**src/rtl/booth_seq_multiplier.sv**
```systemverilog
// booth_seq_multiplier: sequential radix-2 Booth signed multiplier, WIDTH x WIDTH -> 2*WIDTH.
// Each CALC cycle does one add, subtract or pass through the carry-select adder,
// followed by a one-bit arithmetic right shift of {A,Q,q_m1}.
// Ports:
//   clk, rst_n         clock, synchronous active-low reset
//   in_valid/in_ready  operand handshake (ready only in IDLE)
//   a, b               signed multiplicand / multiplier
//   out_valid/out_ready result handshake (valid only in DONE)
//   product            registered signed product, held until the next result
//   busy               high in CALC and DONE
// Also contains the adder datapath (carry_select_adder) and its block cell (csa_block).

// One carry-select block: both carry-in cases are precomputed, and the true
// carry picks one of them.
module csa_block #(
    parameter int BW = 4
) (
    input  logic [BW-1:0] a,
    input  logic [BW-1:0] b,
    output logic [BW-1:0] s0,
    output logic          c0,
    output logic [BW-1:0] s1,
    output logic          c1
);
    assign {c0, s0} = {1'b0, a} + {1'b0, b};
    assign {c1, s1} = {1'b0, a} + {1'b0, b} + {{BW{1'b0}}, 1'b1};
endmodule

// WIDTH-bit carry-select adder built from WIDTH/BLK block cells.
// overflow is the signed overflow of a + b + cin.
module carry_select_adder #(
    parameter int WIDTH = 32,
    parameter int BLK   = 4
) (
    input  logic [WIDTH-1:0] a,
    input  logic [WIDTH-1:0] b,
    input  logic             cin,
    output logic [WIDTH-1:0] sum,
    output logic             cout,
    output logic             overflow
);
    localparam int NB = WIDTH / BLK;

    logic [NB-1:0][BLK-1:0] s0, s1;
    logic [NB-1:0]          c0, c1;
    logic [NB:0]            c;

    assign c[0] = cin;

    for (genvar i = 0; i < NB; i++) begin : g_blk
        csa_block #(.BW(BLK)) u_blk (
            .a  (a[i*BLK +: BLK]),
            .b  (b[i*BLK +: BLK]),
            .s0 (s0[i]),
            .c0 (c0[i]),
            .s1 (s1[i]),
            .c1 (c1[i])
        );
        assign sum[i*BLK +: BLK] = c[i] ? s1[i] : s0[i];
        assign c[i+1]            = c[i] ? c1[i] : c0[i];
    end

    assign cout     = c[NB];
    // Operands of equal sign that produce a result of the opposite sign
    assign overflow = (a[WIDTH-1] == b[WIDTH-1]) && (sum[WIDTH-1] != a[WIDTH-1]);
endmodule

module booth_seq_multiplier #(
    parameter int WIDTH = 32
) (
    input  logic                 clk,
    input  logic                 rst_n,
    input  logic                 in_valid,
    output logic                 in_ready,
    input  logic [WIDTH-1:0]     a,
    input  logic [WIDTH-1:0]     b,
    output logic                 out_valid,
    input  logic                 out_ready,
    output logic [2*WIDTH-1:0]   product,
    output logic                 busy
);
    localparam int CW = $clog2(WIDTH) + 1;
    localparam logic [CW-1:0] CNT_LAST = CW'(WIDTH - 1);

    typedef enum logic [1:0] {IDLE, CALC, DONE} state_t;

    state_t state_q, state_d;

    logic [WIDTH-1:0]   m_q, acc_q, q_q;
    logic               qm1_q;
    logic [CW-1:0]      cnt_q;
    logic [2*WIDTH-1:0] prod_q;

    logic [WIDTH-1:0] add_b, add_sum;
    logic             add_cin, add_ovf, unused_cout, sgn;

    // Booth recoding of {Q[0], q_m1}: 01 adds M, 10 subtracts M, else pass
    always_comb begin
        add_b   = '0;
        add_cin = 1'b0;
        case ({q_q[0], qm1_q})
            2'b01:   add_b = m_q;
            2'b10: begin
                add_b   = ~m_q;
                add_cin = 1'b1;
            end
            default: ;
        endcase
    end

    carry_select_adder #(.WIDTH(WIDTH), .BLK(4)) u_add (
        .a        (acc_q),
        .b        (add_b),
        .cin      (add_cin),
        .sum      (add_sum),
        .cout     (unused_cout),
        .overflow (add_ovf)
    );

    // True sign of the unbounded sum; keeps M = -2^(W-1) exact
    assign sgn = add_sum[WIDTH-1] ^ add_ovf;

    always_ff @(posedge clk) begin
        if (!rst_n) state_q <= IDLE;
        else        state_q <= state_d;
    end

    always_comb begin
        state_d   = state_q;
        in_ready  = 1'b0;
        out_valid = 1'b0;
        busy      = 1'b0;
        case (state_q)
            IDLE: begin
                in_ready = 1'b1;
                if (in_valid) state_d = CALC;
            end
            CALC: begin
                busy = 1'b1;
                if (cnt_q == CNT_LAST) state_d = DONE;
            end
            DONE: begin
                busy      = 1'b1;
                out_valid = 1'b1;
                if (out_ready) state_d = IDLE;
            end
            default: state_d = IDLE;
        endcase
    end

    always_ff @(posedge clk) begin
        if (!rst_n) begin
            m_q    <= '0;
            acc_q  <= '0;
            q_q    <= '0;
            qm1_q  <= 1'b0;
            cnt_q  <= '0;
            prod_q <= '0;
        end else begin
            case (state_q)
                IDLE: if (in_valid) begin
                    m_q   <= a;
                    acc_q <= '0;
                    q_q   <= b;
                    qm1_q <= 1'b0;
                    cnt_q <= '0;
                end
                CALC: begin
                    // {A,Q,q_m1} <= {sgn, sum, Q} (arithmetic shift right by one)
                    acc_q <= {sgn, add_sum[WIDTH-1:1]};
                    q_q   <= {add_sum[0], q_q[WIDTH-1:1]};
                    qm1_q <= q_q[0];
                    cnt_q <= cnt_q + 1'b1;
                    // product only moves when the final iteration lands
                    if (cnt_q == CNT_LAST) prod_q <= {sgn, add_sum, q_q[WIDTH-1:1]};
                end
                default: ;
            endcase
        end
    end

    assign product = prod_q;
endmodule

```
**config.mk**
```make
export PLATFORM = sky130hd
export DESIGN_NAME = booth_seq_multiplier
export DESIGN_NICKNAME = d
export VERILOG_FILES = /design/src/rtl/booth_seq_multiplier.sv
export SDC_FILE = /design/constraint.sdc
export NUM_CORES = 1
export LEC_CHECK = 0
export CORE_MARGIN = 2
export CORE_UTILIZATION = 37
export DETAILED_ROUTE_END_ITERATION = 8
export PLACE_DENSITY_LB_ADDON = 0.2
export SKIP_LAST_GASP = 1
export SLEW_MARGIN = 20
export SYNTH_ARGS = -nofsm -noshare
export SYNTH_HDL_FRONTEND = slang
export SYNTH_SLANG_ARGS = --single-unit
```
**constraint.sdc**
```tcl
create_clock -name clk -period 7.4 [get_ports clk]
set_clock_uncertainty 0.15 [all_clocks]
set_input_delay 2.22 -clock clk [delete_from_list [all_inputs] [get_ports clk]]
set_output_delay 2.22 -clock clk [all_outputs]
set_load 0.02 [all_outputs]
```
==> results.ini, run 1 <==
[outcome]
status = completed

[global_routing]
antenna_found_initial = 1
overflow = 0
grt_pass1_vias = 6789
grt_max_degree = 81
grt_use_total_pct = 17.8
grt_pass1_wl_microns = 34400

[placed_design]
pre_cts_slack_ns = 1.60
dpl.cell_count = 1368
hpwl_microns = 14200
gp_congestion = 0.809
postPlaceCellArea_sq_um = 9830
io_buffers = 134

[synthesis]
ys_types = 53
synth.net_count = 1126
synth_top_flop_cell = dfxtp_1
syn_inst = 1007
synth-edff-count = 0
synth_seq_cells = 169
synth_top_cell_area_share_pct = 40.8
syn-cell-area_sq_um = 8300
synth_top_cell_by_area = dfxtp_1
async_reset_ff_share_pct = 0
post_synth.cell_area_avg_sq_um = 8.24
yosysWarnings = 0
yosys-top-cells-area = dfxtp_1 41%, nand2_1 7.9%, ha_1 6.5%
synth-seq-area-share_pct = 40.8

[sta]
tightest_slew_ns = 1.05
finalSetupTns_ns = 0
final_max_slew_viol_count = 0
rsz0062_at_grt = false
setup_violations = 0
timing.final.crit_share_pct = 78.7
timing.slew.headroom_pct = 29.9
finalCriticalPeriod_ns = 5.83
whs_ns = 0.304
hold_viol_final = 0
fin_ws_ns = 1.57
max_freq_mhz = 172

[clock_network]
cts_max_level = 4
ctsRootBufferMaster = clkbuf_16
postCtsHoldBufs = 0
cts.sinks = 169
cts_tree = yes
path_clk_slew_ns = 0.07
cts_resized = 0
cts_setup_buffers = 0
cts_made_buffers = 17
clk_latency_ns = 0.43
cts_buffer_depth = 2

[worst_setup_path]
crit_required_ns = 7.62
regToRegEndpoint = acc_q[30]$_SDFFE_PN0P_
crit_type = flip-flop to flip-flop
critPathLaunchType = flip-flop
rr_startpoint = qm1_q$_SDFFE_PN0P_
crit_arrival_ns = 6.04
cp_max_fo = 17
reg2reg_slack_ns = 1.57
worstSetupEndpointType = flip-flop
reg2reg_depth = 21

[min_path]
whs_endpoint = product[9]$_SDFFE_PN0P_
worstHoldPathType = flip-flop to flip-flop
whs_path_depth = 2
hp-start = product[9]$_SDFFE_PN0P_

[route]
vias = 7017
drt_iter0_drc = 286
routed_wl_microns = 21100
viasPerCell = 5.01
wl_met3_microns = 1550
wl_met1_microns = 10100
routedWlPerCell_microns = 15.1
route.detailed.drc = 0
wl_met2_microns = 9350
top_layer_used = met5
drt_pass1_iterations = 6
postRouteAntennaNets = 0

[finish]
antenna_cells = 0
final_util_pct = 47.7
nets = 1226
syn_to_final_growth_pct = 25.8
fin_cells = 1400
final_area_sq_um = 10400
drive_gt1_share_pct = 5.54

[power]
p_total_mw = 2.34
p_leak_nw = 4.02
powerDensity_nw_per_um2 = 224
peakVddDrop_mv = 0.153

[floorplan]
top_level_ports = 135
initial_core_util_pct = 37.9
die-area_sq_um = 23600
die_w_microns = 154
core_sq_um = 21900
fp.dieH_microns = 154
fp-row-count = 54

[run]
maxCapViolCount = 0

-- routing by layer --
layer	GRT usage, %	vias up
met4	3.15	2
met5	0	-
met1	23.8	3195
met2	28.3	157
li1	-	3648
met3	6.40	15
-- critical path, stage by stage (launching register included) --
cell	delay, ns
dfxtp_1	0.38
nor2b_2	0.60
nand2_1	0.10
o21ai_0	0.10
ha_1	0.19
inv_1	0.05
fa_1	0.44
inv_1	0.09
ha_1	0.19
nand2_4	0.07
nor4b_4	0.35
mux2i_2	0.38
mux2i_1	0.12
a221o_2	0.43
or3_4	0.41
nand3_2	0.11
mux2i_2	0.31
mux2i_1	0.35
mux2i_1	0.33
xnor2_2	0.15
or3_1	0.39
nand3_1	0.07
-- synth_stat cells, drive strengths merged (5+ instances only) --
library cell and n:
nand2 175, mux2i 45, buf 5, a22oi 16
nand3 14, xnor2 24, fa 8, a211oi 43
a21oi 105, dfxtp 169, o21ai 44, and2 5
nand4 9, ha 43, nor2 142, a21o 12
nor3 12, clkbuf 57, xor2 26, inv 16
-- where the power goes --
part | switching (mW) | total, mW | internal, mW
registers | 0.0378 | 0.996 | 0.958
clock network | 0.409 | 0.921 | 0.512
logic | 0.250 | 0.419 | 0.168
-- cell families after synthesis --
| logic type | share of synthesized area [%] |
|---|---|
| xor gates and xnor gates | 5.37 |
| adders and majority gates | 8.41 |
| and+or+nand+nor | 19.4 |
| DFF | 40.8 |
| muxes | 5.52 |
| buffers and inverters | 3.92 |
| AOI/OAI and AO/OA | 16.6 |
-- layout make-up --
| class | count | area (sq um) |
|---|---|---|
| clock inverter | 15 | 185 |
| clock buffer | 17 | 425 |
| sequential | 169 | 3380 |
| inverter | 17 | 66.3 |
| tap | 280 | 350 |
| timing repair buffer | 144 | 1420 |
| multi-input combinational | 758 | 4620 |
| fill | 2179 | 11400 |
-- worst max path at each step --
stage | from | end | slack, ns
final | qm1_q$_SDFFE_PN0P_ | acc_q[30]$_SDFFE_PN0P_ | 1.57
after global routing | qm1_q$_SDFFE_PN0P_ | acc_q[30]$_SDFFE_PN0P_ | 1.16
after CTS | qm1_q$_SDFFE_PN0P_ | acc_q[30]$_SDFFE_PN0P_ | 1.56
after detailed placement | qm1_q$_SDFFE_PN0P_ | acc_q[30]$_SDFFE_PN0P_ | 1.60
after global placement | qm1_q$_SDFFE_PN0P_ | acc_q[30]$_SDFFE_PN0P_ | 1.73
after floorplan | qm1_q$_SDFFE_PN0P_ | acc_q[30]$_SDFFE_PN0P_ | 2.10
-- cell usage in the layout (no fill, tap or decap), types with 4 or more instances in the layout --
cell             instances
nor3_1                  12
a21o_1                  11
nor2_1                 141
inv_6                    4
mux2i_1                 43
and2_1                   4
o21ai_0                 42
a211oi_1                43
a22oi_1                 16
ha_1                    42
nand3_1                 13
nand2_1                174
fa_1                     8
clkbuf_16               17
nand2b_1                 4
a21oi_1                105
nand4_1                  9
dfxtp_1                169
inv_1                   16
xor2_1                  26
clkdlybuf4s50_1        134
xnor2_1                 23
buf_4                   10
-- flip-flops by register name, summed over array words and instances (netlist names) --
name     flops
product     64
q_q         32
qm1_q        1
m_q         32
cnt_q        6
acc_q       32
state_q      2
No activity file was read; power rests on OpenSTA's default activity.
==> inputs of run 2 (changes only) <==
Clock period 7.4 ns to 4.9 ns, I/O delays scaled along.
==> run 2 against run 1 <==
  * The run now ends with negative setup slack left
  * Worst setup slack got worse by 1.7 ns
  * Combinational power increased by 63%
  * Clock power increased by 47%
  * Critical path type unchanged
  * Critical endpoint unchanged
==> results.ini, run 2 (synthesis results as in run 1) <==
[route]
viasPerCell = 5.00
vias = 7170
routedWlPerCell_microns = 14.9
drt_iter0_drc = 309
drt_pass1_iterations = 5
route.detailed.drc = 0
postRouteAntennaNets = 0
routed_wl_microns = 21400

[placed_design]
postPlaceCellArea_sq_um = 10000
gp_congestion = 0.846
dpl.cell_count = 1389
io_buffers = 134
hpwl_microns = 14500
pre_cts_slack_ns = -0.229

[clock_network]
cts.sinks = 169
cts_max_level = 4
cts_tree = yes
cts_made_buffers = 17
path_clk_slew_ns = 0.07
ctsRootBufferMaster = clkbuf_16
cts_buffer_depth = 2
clk_latency_ns = 0.44
postCtsHoldBufs = 0

[run]
maxCapViolCount = 0

[floorplan]
fp.dieH_microns = 154
core_sq_um = 21900
die-area_sq_um = 23600
die_w_microns = 154
fp-row-count = 54
top_level_ports = 135
initial_core_util_pct = 37.9

[global_routing]
grt_pass1_vias = 6816
grt_max_degree = 80
grt_pass1_wl_microns = 34700
overflow = 0
grt_use_total_pct = 17.9
antenna_found_initial = 1

[sta]
finalCriticalPeriod_ns = 5.02
rsz0062_at_grt = true
tightest_slew_ns = 0.855
final_max_slew_viol_count = 0
finalSetupTns_ns = -0.379
setup_violations = 6
timing.slew.headroom_pct = 43.0
timing.final.crit_share_pct = 102
whs_ns = 0.308
hold_viol_final = 0
max_freq_mhz = 199
fin_ws_ns = -0.121

[finish]
syn_to_final_growth_pct = 30.7
drive_gt1_share_pct = 9.88
fin_cells = 1434
nets = 1260
final_area_sq_um = 10800
final_util_pct = 49.6
antenna_cells = 0
mostFrequentLayoutCells = 174 x nand2_1, 167 x dfxtp_1, 141 x nor2_1
final_common_cell = nand2_1
largest_reg_flops = 64

[power]
internal_power_mw = 2.43
powerDensity_nw_per_um2 = 326
power_frac_comb_pct = 19.3
switchingPower_mw = 1.11
p_total_mw = 3.54
seq_power_share_pct = 42.5
p_clk_share_pct = 38.3
switching_share_pct = 31.4
p_leak_nw = 4.22
peakVddDrop_mv = 0.243

[outcome]
violations = negative setup slack
status = finished, violations left

[worst_setup_path]
crit_required_ns = 5.12
crit_type = flip-flop to flip-flop
startpoint = qm1_q$_SDFFE_PN0P_
critPathLaunchType = flip-flop
reg2reg_depth = 21
crit_arrival_ns = 5.24
crit_path_end = acc_q[30]$_SDFFE_PN0P_
rr_startpoint = qm1_q$_SDFFE_PN0P_
regToRegEndpoint = acc_q[30]$_SDFFE_PN0P_
worstSetupEndpointType = flip-flop
cp_max_fo = 6
reg2reg_slack_ns = -0.12

[min_path]
worstHoldPathType = flip-flop to flip-flop

-- run 2: cell count changes in the layout (fill, tap and decap cells not counted), sizes merged --
| cell | change |
|---|---|
| buf | +34 |
| bufinv | -2 |
| clkinv | +1 |
| clkinvlp | -2 |
| inv | +3 |
-- run 2: timing repair --
action,in CTS,in global routing
gates resized for setup,6,18
pin swaps,6,10
buffers inserted,8,5
setup endpoints to repair,13,25
-- run 2: power groups by stage --
| stage | Sequential (mW) | Clock, mW | Combinational [mW] |
|---|---|---|---|
| 2_1_floorplan | 1.52 | 0 | 0.461 |
| 3_3_place_gp | 1.53 | 0 | 0.655 |
| 3_5_place_dp | 1.53 | 0 | 0.665 |
| 4_1_cts | 1.50 | 1.38 | 0.672 |
| 5_1_grt | 1.51 | 1.43 | 0.761 |
| 6_report | 1.50 | 1.35 | 0.681 |
-- run 2: cell type report --
| cell class | count | area, sq um |
|---|---|---|
| Clock buffer | 17 | 425 |
| Clock inverter | 15 | 170 |
| Fill cell | 2127 | 11000 |
| Inverter | 17 | 66.3 |
| Multi-Input combinational cell | 758 | 4760 |
| Sequential cell | 169 | 3390 |
| Tap cell | 280 | 350 |
| Timing Repair Buffer | 178 | 1690 |
-- run 2: per-layer routing --
| metal | GRT usage, % | vias up | part of all wire, % | wire length (microns) |
|---|---|---|---|---|
| li1 | - | 3707 | - | - |
| met1 | 23.7 | 3291 | 48 | 10200 |
| met2 | 28.4 | 153 | 45 | 9570 |
| met3 | 5.83 | 17 | 6.7 | 1440 |
| met4 | 4.11 | 2 | 0.90 | 193 |
| met5 | 0 | - | 0.061 | 13 |
-- run 2: worst min path at each step --
stage / start / end / depth (start not counted)
floorplan: q_q[1]$_SDFFE_PN0P_ / product[0]$_SDFFE_PN0P_ / 2
global placement: product[2]$_SDFFE_PN0P_ / product[2]$_SDFFE_PN0P_ / 2
detailed placement: product[28]$_SDFFE_PN0P_ / product[28]$_SDFFE_PN0P_ / 2
CTS: product[6]$_SDFFE_PN0P_ / product[6]$_SDFFE_PN0P_ / 2
global route: product[7]$_SDFFE_PN0P_ / product[7]$_SDFFE_PN0P_ / 2
finish: product[28]$_SDFFE_PN0P_ / product[28]$_SDFFE_PN0P_ / 2
-- run 2: worst max-delay path: stages (launching register included) --
cell     delay, ns
dfxtp_4       0.37
nor2b_4       0.17
nand2_1       0.08
o21ai_2       0.06
ha_2          0.19
inv_2         0.04
fa_1          0.48
inv_2         0.09
ha_4          0.13
nand2_4       0.05
nor4b_4       0.34
mux2i_4       0.35
mux2i_1       0.10
a221o_2       0.42
or3_4         0.39
nand3_4       0.11
mux2i_4       0.29
mux2i_4       0.31
mux2i_2       0.30
xnor2_2       0.15
or3_1         0.32
nand3_1       0.07
==> inputs of run 3 (changes only) <==
Settings changed: GPL_ROUTABILITY_DRIVEN set to 0.
==> results of run 3 <==
The final DEF is identical to that of run 2; final timing and power are the same.
